**src/rtl/regfile_wb_arbiter.sv**
```systemverilog
// Write-back scheduler: two buffered producers share the register file's single write port.
// Optional same-edge bypass into the output register when REGFILE_WB_BYPASS_EN is defined.
module regfile_wb_arbiter #(
    parameter int DEPTH = 2,
    parameter int AW    = 2,
    parameter int DW    = 16
) (
    input  logic                 clock,
    input  logic                 reset,
    input  logic                 a_valid,
    output logic                 a_ready,
    input  logic [AW-1:0]        a_addr,
    input  logic [DW-1:0]        a_data,
    input  logic                 b_valid,
    output logic                 b_ready,
    input  logic [AW-1:0]        b_addr,
    input  logic [DW-1:0]        b_data,
    output logic [AW-1:0]        rf_wr,
    output logic [DW-1:0]        rf_wd,
    output logic                 rf_regwrite,
    output logic [(1<<AW)-1:0]   pending,
    output logic                 idle
);

    localparam int PW   = $clog2(DEPTH) + 1;
    localparam int NREG = 1 << AW;

    // Index 0 is port A, index 1 is port B throughout.
    logic [1:0]                in_valid;
    logic [1:0][AW-1:0]        in_addr;
    logic [1:0][DW-1:0]        in_data;
    logic [1:0]                ready;
    logic [1:0]                accept;
    logic [1:0]                push;
    logic [1:0]                pop;
    logic [1:0]                empty;
    logic [1:0]                full;
    logic [1:0]                grant;
    logic [1:0]                bypass;
    logic [1:0][AW-1:0]        head_addr;
    logic [1:0][DW-1:0]        head_data;
    logic [1:0][NREG-1:0]      fifo_pend;

    logic                      last_b_reg;
    logic                      last_b_next;
    logic                      we_next;
    logic [AW-1:0]             wr_next;
    logic [DW-1:0]             wd_next;

    assign in_valid = {b_valid, a_valid};
    assign in_addr  = {b_addr, a_addr};
    assign in_data  = {b_data, a_data};

    generate
        for (genvar gi = 0; gi < 2; gi++) begin : g_port
            logic [PW-1:0]    wptr_reg;
            logic [PW-1:0]    rptr_reg;
            logic [DEPTH-1:0] valid_reg;
            logic [DEPTH-1:0] valid_next;
            logic [NREG-1:0]  pend;
            logic [AW-1:0]    addr_mem [DEPTH];
            logic [DW-1:0]    data_mem [DEPTH];

            assign empty[gi] = (wptr_reg == rptr_reg);
            assign full[gi]  = (wptr_reg[PW-1] != rptr_reg[PW-1]) &&
                               (wptr_reg[PW-2:0] == rptr_reg[PW-2:0]);
            // Ready looks only at the registered full flag, so a pop never makes a full FIFO ready.
            assign ready[gi]  = !reset && !full[gi];
            // Writes to register 0 are accepted but never buffered.
            assign accept[gi] = in_valid[gi] && ready[gi] && (in_addr[gi] != '0);

            assign head_addr[gi] = addr_mem[rptr_reg[PW-2:0]];
            assign head_data[gi] = data_mem[rptr_reg[PW-2:0]];

            always_comb begin
                valid_next = valid_reg;
                if (pop[gi])
                    valid_next[rptr_reg[PW-2:0]] = 1'b0;
                if (push[gi])
                    valid_next[wptr_reg[PW-2:0]] = 1'b1;
            end

            always_comb begin
                pend = '0;
                for (int s = 0; s < DEPTH; s++)
                    if (valid_reg[s])
                        pend[addr_mem[s]] = 1'b1;
            end
            assign fifo_pend[gi] = pend;

            always_ff @(posedge clock or posedge reset) begin
                if (reset) begin
                    wptr_reg  <= '0;
                    rptr_reg  <= '0;
                    valid_reg <= '0;
                end else begin
                    if (push[gi])
                        wptr_reg <= wptr_reg + PW'(1);
                    if (pop[gi])
                        rptr_reg <= rptr_reg + PW'(1);
                    valid_reg <= valid_next;
                end
            end

            always_ff @(posedge clock) begin
                if (push[gi]) begin
                    addr_mem[wptr_reg[PW-2:0]] <= in_addr[gi];
                    data_mem[wptr_reg[PW-2:0]] <= in_data[gi];
                end
            end
        end
    endgenerate

    // Round-robin: on conflict the port that did not win last time goes first.
    always_comb begin
        grant = '0;
        if (!empty[0] && (empty[1] || last_b_reg))
            grant[0] = 1'b1;
        else if (!empty[1])
            grant[1] = 1'b1;
    end

`ifdef REGFILE_WB_BYPASS_EN
    // No grant means both FIFOs are empty, so any accepted beat may skip its FIFO.
    always_comb begin
        bypass = '0;
        if (grant == 2'b00) begin
            if (accept[0] && (!accept[1] || last_b_reg))
                bypass[0] = 1'b1;
            else if (accept[1])
                bypass[1] = 1'b1;
        end
    end
`else
    assign bypass = '0;
`endif

    assign push = accept & ~bypass;
    assign pop  = grant;

    always_comb begin
        we_next     = 1'b0;
        wr_next     = rf_wr;
        wd_next     = rf_wd;
        last_b_next = last_b_reg;
        if (grant[0]) begin
            we_next = 1'b1; wr_next = head_addr[0]; wd_next = head_data[0]; last_b_next = 1'b0;
        end else if (grant[1]) begin
            we_next = 1'b1; wr_next = head_addr[1]; wd_next = head_data[1]; last_b_next = 1'b1;
        end else if (bypass[0]) begin
            we_next = 1'b1; wr_next = in_addr[0]; wd_next = in_data[0]; last_b_next = 1'b0;
        end else if (bypass[1]) begin
            we_next = 1'b1; wr_next = in_addr[1]; wd_next = in_data[1]; last_b_next = 1'b1;
        end
    end

    always_ff @(posedge clock or posedge reset) begin
        if (reset) begin
            rf_regwrite <= 1'b0;
            rf_wr       <= '0;
            rf_wd       <= '0;
            last_b_reg  <= 1'b1;
        end else begin
            rf_regwrite <= we_next;
            rf_wr       <= wr_next;
            rf_wd       <= wd_next;
            last_b_reg  <= last_b_next;
        end
    end

    assign a_ready = ready[0];
    assign b_ready = ready[1];

    always_comb begin
        pending = fifo_pend[0] | fifo_pend[1];
        if (rf_regwrite)
            pending[rf_wr] = 1'b1;
        pending[0] = 1'b0;
    end

    assign idle = empty[0] && empty[1] && !rf_regwrite;

endmodule

```
**config.mk**
```make
export PLATFORM = sky130hd
export DESIGN_NAME = regfile_wb_arbiter
export DESIGN_NICKNAME = d
export VERILOG_FILES = /design/src/rtl/regfile_wb_arbiter.sv
export SDC_FILE = /design/constraint.sdc
export NUM_CORES = 1
export LEC_CHECK = 0
export BUFFER_PORTS_ARGS = -buffer_cell sky130_fd_sc_hd__buf_4
export CORE_UTILIZATION = 45
export CTS_BUF_LIST = sky130_fd_sc_hd__clkbuf_2 sky130_fd_sc_hd__clkbuf_4 sky130_fd_sc_hd__clkbuf_8
export CTS_CLUSTER_SIZE = 40
export DETAILED_ROUTE_END_ITERATION = 12
export GPL_ROUTABILITY_DRIVEN = 0
export PLACE_DENSITY_LB_ADDON = 0.08
export RECOVER_POWER = 50
export REMOVE_ABC_BUFFERS = 1
export SLEW_MARGIN = 20
export SYNTH_ARGS = -nofsm -noshare
export SYNTH_HDL_FRONTEND = slang
export SYNTH_SLANG_ARGS = --single-unit
```
**constraint.sdc**
```tcl
create_clock -name clock -period 2.5 [get_ports clock]
set_input_delay 0.375 -clock clock [delete_from_list [all_inputs] [get_ports clock]]
set_output_delay 0.375 -clock clock [all_outputs]
set_load 0.05 [all_outputs]
```
==> impl_results.md, run 1 <==
* Largest register FFs at 64
* Dominant cell type by area after synthesis: sky130_fd_sc_hd__edfxtp_1
* Deepest level of the CTS H-tree at 3
* Synth cell count leaders: 72 x sky130_fd_sc_hd__edfxtp_1, 31 x sky130_fd_sc_hd__dfrtp_1, 25 x sky130_fd_sc_hd__nand2_1, 25 x sky130_fd_sc_hd__o21ai_0, 21 x sky130_fd_sc_hd__nand3_1
* Initial core utilization at 46.58%
* Path type of the worst min-delay path: in2reg
* Clock latency on the worst-skew pair at approximately 0.36 ns
* Number of placement rows at 35
* Critical Path Start Type: register
* Max frequency at ~0.43 GHz
* TritonCTS buffer count at 9
* Number of antenna violations at the first check in global routing at 0
* Adder and majority gate portion of the synthesized area at 0%
* Delay of the slowest cell on the worst path at approximately 0.86 ns
* Via count of the first global-routing pass at roughly 2,900
* Run status: finished, final reports clean
* Post-route insts no fill at 514
* Synthesized flop and latch total at 104
* Worst slew margin relative to its limit at a little over a quarter
* Met1 wire length at 4221 um
* Clock transition at path regs at 0.10 ns
* Aggregate routed wire length at around 9500 um
* Post-layout net count at 420
* Number of slew-limit violations in the final report at 0
* Layout cell share with drive strength beyond 1 at about 22%
* Count of filler cells inserted in the layout at 788
* Compound-cell area share of the yosys netlist at a little over an eighth
* Post-DP HPWL at about 6300 um
* Largest family of logic cells by synthesized area: compound AO/OA/AOI/OAI gates
* Final hold violation count at 0
* Number of nets still failing antenna checks after routing at 0
* Total placed instance area at roughly 5000 sq um
* Post-cts repair resize count at 0
* Worst-path cell with the longest stage delay: sky130_fd_sc_hd__a21oi_2
* Multiplexer area fraction after synthesis at under 10%
* Largest net degree at the start of global routing at 22
* Number of DRC violations after detailed routing at 0
* Unique masters post-synth at 36
* Highest net fanout along the worst path at 21
* Num ports at 66
* Leftover overflow at the end of global routing at 0
* Area inside the core boundary at 9240 sq um
* Minimum setup slack after placement at approximately 0.23 ns
* Period utilisation layout at about 92%
* Simple-gate area share of the yosys netlist at 7.791%
* Setup repair after global routing missed its margin: no
* Die height at 99.80 um
* Number of flops mapped to enable cells by yosys at 72
* Clock Root Buffer: sky130_fd_sc_hd__clkbuf_8
* DIE AREA at between 9000 and 10,000 sq um
* Synthesis-to-layout area growth at 17.33%
* Xor/xnor cell area share of the yosys netlist at under 10%
* Total global-route track usage at between 20% and 30%
* Average routed wire per standard cell at 18.52 um
* Summed negative setup slack over all endpoints at 0 ns
* Number of max-cap violations at 0
* Kind of end point of the critical path: register
* Total setup violations reported at the end of the flow at 0
* FFs w/ async S/R, synth at between 30% and 40%
* Cells after DPL at about 500
* Ys flop type: sky130_fd_sc_hd__edfxtp_1
* Max Root-Sink Buffers at 2
* Clock tree from TritonCTS: yes
* Arr. time, crit path at approximately 2.6 ns
* Instance count of the mapped netlist at approximately 310
* Antenna Cells at 0
* Worst-case clock skew at between 0.009 and 0.01 ns
* Netlist Area Pre-Place at roughly 4300 sq um
* Setup Buffers After CTS at 0
* Met3 WL post-DR at about 440 um
* Detail-routed via count per cell at ~5.5
* Worst-Margin Slew at between 1 and 1.5 ns
* Pre-Repair DR Iteration Count at 4
* Post-route cell area at between 5000 and 6000 sq um
* DR WL met2 at ~4700 um
* Die Width at 99.80 um
* CTS hold repair buffers at 0
* First-pass GRT wire length at ~15,000 um
* Yosys synthesis warning count at 0
* Highest metal layer used by the detailed router: met4
* Minimum clock period at roughly 2.3 ns
* Most instantiated library cell after synthesis: sky130_fd_sc_hd__edfxtp_1
* Average footprint of a synthesized cell at ~14 sq um
* Total via count after detailed routing at between 2,000 and 3,000
* Count of buffers inserted at the top-level ports at 64
* Largest cells by area after synthesis: sky130_fd_sc_hd__edfxtp_1 50%, sky130_fd_sc_hd__dfrtp_1 18%, sky130_fd_sc_hd__a2bb2oi_1 3.7%
* Share of the synthesized area in the top cell type at about half
* Crit path required time at approximately 2.8 ns
* Number of violations reported at the end of detailed-routing iteration 0 at 166
* Worst Path Class, Setup: reg2reg
* Cells along the critical path: xnor2_1, a21oi_2, o32ai_1, a2bb2oi_1
* Final worst slack at around 0.20 ns
* Portion of the post-synthesis area used by sequential elements at a little under 70%
* Total number of clock tree sinks at between 100 and 150
## worst max-delay path: cells and delay by family (launching register included)
kind	cells	cell delay (ns)
AO/OA/AOI/OAI	3	1.32
XOR/XNOR	1	0.23
flip-flops	1	0.68
## through the flow
stage	utilization [%]	hold WS, ns
global placement	53.96	0.4488
finish	54.65	0.2090
global route	54.65	0.1841
floorplan	-	0.4391
detailed placement	53.96	0.4495
CTS	55.88	0.1709
## cell type report
cell class                      count  area, sq um  share of cell area [%]
Clock buffer                        9        123.9                   2.453
Inverter                            3        11.26                  0.2230
Sequential cell                   104         2964                   58.70
Tap cell                          129        161.4                   3.196
Timing Repair Buffer               83        521.8                   10.33
Multi-Input combinational cell    179         1214                   24.03
Clock inverter                      7        53.80                   1.065
## path summary, 6_finish.rpt
kind / end / from / slack, ns / cells past startpoint
worst min-delay path: g_port[1].data_mem[1][8]$_DFFE_PP_ / b_data[8] / 0.21 / 1
worst min register to register: last_b_reg$_DFFE_PP1P_ / last_b_reg$_DFFE_PP1P_ / 0.47 / 2
min in group asynchronous: rf_wd[7]$_DFFE_PP0P_ / reset / 0.22 / 2
max in group asynchronous: g_port[0].rptr_reg[0]$_DFFE_PP0N_ / reset / 0.97 / 3
worst max-delay path: rf_wd[0]$_DFFE_PP0P_ / g_port[0].rptr_reg[0]$_DFFE_PP0N_ / 0.20 / 4
worst max register to register: rf_wd[0]$_DFFE_PP0P_ / g_port[0].rptr_reg[0]$_DFFE_PP0N_ / 0.20 / 4
## metal layers
| metal | up-vias | track usage (%) |
|---|---|---|
| met1 | 1410 | 27.89 |
| met2 | 69 | 34.64 |
| li1 | 1312 | - |
| met3 | 11 | 4.875 |
| met5 | - | 0 |
| met4 | 0 | 6.787 |
## layout by cell type (no fill, tap or decap), types with 2 or more instances in the layout
cell and instances:
sky130_fd_sc_hd__inv_6 3, sky130_fd_sc_hd__nand2_1 25, sky130_fd_sc_hd__a21o_1 4, sky130_fd_sc_hd__nor2_1 4, sky130_fd_sc_hd__a21oi_1 3, sky130_fd_sc_hd__inv_1 3
sky130_fd_sc_hd__o21ai_0 24, sky130_fd_sc_hd__a2bb2oi_1 18, sky130_fd_sc_hd__o22ai_1 4, sky130_fd_sc_hd__clkbuf_8 9, sky130_fd_sc_hd__and2_1 3, sky130_fd_sc_hd__buf_4 33
sky130_fd_sc_hd__clkbuf_4 23, sky130_fd_sc_hd__xor2_1 6, sky130_fd_sc_hd__dfrtp_1 31, sky130_fd_sc_hd__mux2i_1 10, sky130_fd_sc_hd__clkbuf_1 27, sky130_fd_sc_hd__mux2_2 8
sky130_fd_sc_hd__nor2b_1 10, sky130_fd_sc_hd__nand3_1 21, sky130_fd_sc_hd__o32ai_1 18, sky130_fd_sc_hd__edfxtp_1 72, sky130_fd_sc_hd__clkinvlp_4 2, sky130_fd_sc_hd__xnor2_1 6
## kinds of logic after synthesis
| logic type | Yosys count |
|---|---|
| mux | 18 |
| flops | 104 |
| xor+xnor | 13 |
| simple gates | 69 |
| buf+inv | 23 |
| compound gates | 78 |
| other cells | 1 |
Power of run 1 is left out: the tool's default activity adds up to more than one toggle a clock period on the data nets, which glitch-free logic cannot reach.
==> run 2, diff against run 1 <==
- BUFFER_PORTS_ARGS: -buffer_cell sky130_fd_sc_hd__buf_4 -> -buffer_cell sky130_fd_sc_hd__buf_2
==> impl_results.md, run 2 (synthesis results as in run 1) <==
* Run status: finished, final reports clean
* Period utilisation layout at 93.80% (+1.7 points)
* Die Width at 99.80 um (unchanged)
* Commonest cells after routing, fill and taps aside: 72 x sky130_fd_sc_hd__edfxtp_1, 36 x sky130_fd_sc_hd__buf_2, 31 x sky130_fd_sc_hd__dfrtp_1, 29 x sky130_fd_sc_hd__clkbuf_1, 25 x sky130_fd_sc_hd__nand2_1
* Number of nets still failing antenna checks after routing at 0 (unchanged)
* Total placed instance area at 4841 sq um (-2.9%)
* Final worst slack at 0.1549 ns (-0.04293 ns)
* Fraction of power spent switching nets at about 44%
* Layout cell share with drive strength beyond 1 at 21.71% (-0.37 points)
* Net switching power of the design at 0.003375 W
* Clock tree from TritonCTS: yes
* Setup repair after global routing missed its margin: no
* First-pass GRT wire length at 14,860 um (-3.0%)
* Total setup violations reported at the end of the flow at 0 (unchanged)
* DIE AREA at 9960 sq um (unchanged)
* Area inside the core boundary at 9240 sq um (unchanged)
* Crit path required time at 2.12 ns (-0.66 ns)
* Clock Root Buffer: sky130_fd_sc_hd__clkbuf_8
* Number of violations reported at the end of detailed-routing iteration 0 at 122 (-27%)
* Max rail drop VDD at about 700 uV
* Count of filler cells inserted in the layout at 807 (+2.4%)
* Via count of the first global-routing pass at 2,732 (-4.3%)
* Sequential share of power at between 30% and 40%
* Cell Pwr Density at between 1500 and 2000 nW/um^2
* Path length in cells of the critical path at 6 (+2)
* Initial core utilization at 46.58% (unchanged)
* Logic pwr share at about half
* Largest net degree at the start of global routing at 22 (unchanged)
* Number of antenna violations at the first check in global routing at 0 (unchanged)
* CTS hold repair buffers at 0 (unchanged)
* Clock network fraction of total power at between 10% and 20%
* Clock transition at path regs at 0.10 ns (about the same)
* Worst-Margin Slew at 1.092 ns (-0.007563 ns)
* Total via count after detailed routing at 2,767 (-1.2%)
* Detail-routed via count per cell at 5.362 (-1.6%)
* Number of DRC violations after detailed routing at 0 (unchanged)
* Minimum clock period at 2.345 ns (+0.04293 ns)
* Worst Path Class, Setup: reg2out
* Die height at 99.80 um (unchanged)
* Crit path buf inv count at 2 (+2)
* Num ports at 66 (unchanged)
* Aggregate routed wire length at 9355 um (-1.7%)
* Total global-route track usage at 20.65% (-0.43 points)
* Worst-case clock skew at 0.009314 ns (-0.0001715 ns)
* Minimum setup slack after placement at 0.5402 ns (+0.3122 ns)
* Cell internal pwr at roughly 0.0043 W
* Final hold violation count at 0 (unchanged)
* Antenna Cells at 0 (unchanged)
* Average routed wire per standard cell at 18.13 um (-2.1%)
* Number of max-cap violations at 0 (unchanged)
* Cells along the critical path: buf_4, xor2_2, nor2_2, nand2_1, nor2_1, buf_2
* Setup Buffers After CTS at 0 (unchanged)
* Leakage power at between 1.5 and 2 nW
* Deepest level of the CTS H-tree at 3 (unchanged)
* Leftover overflow at the end of global routing at 0 (unchanged)
* Critical Path Start Type: register
* TritonCTS buffer count at 9 (unchanged)
* Count of buffers inserted at the top-level ports at 64 (unchanged)
* Max frequency at 0.4264 GHz (-1.8%)
* Leading cell type in the layout, fill and taps excluded: sky130_fd_sc_hd__edfxtp_1
* Number of placement rows at 35 (unchanged)
* Worst-path cell with the longest stage delay: sky130_fd_sc_hd__dfrtp_1
* Kind of end point of the critical path: output pin
* Pre-Repair DR Iteration Count at 4 (unchanged)
* Post-DP HPWL at 6451 um (+2.8%)
* Total number of clock tree sinks at 104 (unchanged)
* Largest register FFs at 64 (unchanged)
* Post-cts repair resize count at 0 (unchanged)
* Worst slew margin relative to its limit at 27.19% (+0.50 points)
* Arr. time, crit path at 1.97 ns (-0.61 ns)
* Post-layout net count at 422 (+0.48%)
* Critical path's top delay family: flip-flops
* Max Root-Sink Buffers at 2 (unchanged)
* Synthesis-to-layout area growth at 16.40%
* Path type of the worst min-delay path: in2async
* R2r worst-path depth at 5 (+1)
* Number of slew-limit violations in the final report at 0 (unchanged)
* Highest net fanout along the worst path at 17 (-19%)
* Final Power at between 0.007 and 0.008 W
* Clock latency on the worst-skew pair at 0.38 ns (+0.02 ns)
* Delay of the slowest cell on the worst path at 0.52 ns (-0.34 ns)
* Post-route cell area at 5010 sq um (-0.79%)
## run 2: cell types whose count changed in the layout (fill, tap and decap cells not counted), moves of 2 or more
cell / delta
sky130_fd_sc_hd__buf_4: -13
sky130_fd_sc_hd__clkinvlp_4: -2
sky130_fd_sc_hd__clkbuf_1: +2
sky130_fd_sc_hd__buf_2: +36
sky130_fd_sc_hd__clkbuf_4: -23
sky130_fd_sc_hd__bufinv_16: +2
## run 2: per-layer routing
layer / GRT usage [%] / vias to the layer above / share of wire, %
met5: 0 / - / 0
li1: - / 1321 / -
met2: 33.79 / 65 / 49
met1: 26.54 / 1372 / 46
met3: 6.407 / 9 / 4.7
met4: 6.109 / 0 / 1.1
## run 2: path summary, 6_finish.rpt
| check | start | endpoint | slack [ns] |
|---|---|---|---|
| min in group clock | a_data[3] | g_port[0].data_mem[1][3]$_DFFE_PP_ | 0.18 |
| setup / recovery | g_port[0].rptr_reg[0]$_DFFE_PP0N_ | idle | 0.15 |
| max in group asynchronous | reset | rf_wd[12]$_DFFE_PP0P_ | 0.99 |
| setup reg to reg | g_port[0].wptr_reg[1]$_DFFE_PP0P_ | g_port[0].data_mem[1][9]$_DFFE_PP_ | 0.52 |
| hold / removal | reset | rf_wr[1]$_DFFE_PP0P_ | 0.14 |
| hold reg to reg | last_b_reg$_DFFE_PP1P_ | last_b_reg$_DFFE_PP1P_ | 0.47 |
## run 2: stage by stage
| step | utilization [%] | instances | hold WS, ns | TNS (ns) |
|---|---|---|---|---|
| 6_report | 54.22 | 516 | 0.1432 | 0 |
| 5_1_grt | 54.22 | 516 | 0.1473 | 0 |
| 3_3_place_gp | 52.39 | 500 | 0.4487 | 0 |
| 4_1_cts | 54.83 | 516 | 0.1282 | 0 |
| 3_5_place_dp | 52.39 | 500 | 0.4533 | 0 |
| 2_1_floorplan | - | 286 | 0.4391 | -10.35 |
## run 2: worst register-to-register path, cell delays in order, from the launching register on
cell,delay (ns)
sky130_fd_sc_hd__dfrtp_1,0.43
sky130_fd_sc_hd__xor2_1,0.17
sky130_fd_sc_hd__buf_4,0.17
sky130_fd_sc_hd__a211oi_1,0.38
sky130_fd_sc_hd__and2_1,0.19
sky130_fd_sc_hd__buf_4,0.31
## run 2: power by group through the flow
stage               combinational, W  clock [W]  sequential [W]
finish                       0.00384    0.00117         0.00263
global route                 0.00419    0.00126         0.00268
CTS                          0.00392    0.00120         0.00263
detailed placement           0.00392          0         0.00266
global placement             0.00389          0         0.00265
floorplan                    0.00210          0         0.00321
## run 2: final cells by class
type / count / area [sq um] / share of cell area, %
inverters: 3 / 11.26 / 0.2248
multi-input cells: 179 / 1209 / 24.13
well taps: 129 / 161.4 / 3.222
flip-flops and latches: 104 / 2964 / 59.17
repair buffers: 85 / 439.2 / 8.766
clock inverters: 7 / 101.3 / 2.023
clock buffers: 9 / 123.9 / 2.473
Note: power is estimated with default switching activity, not from simulation.
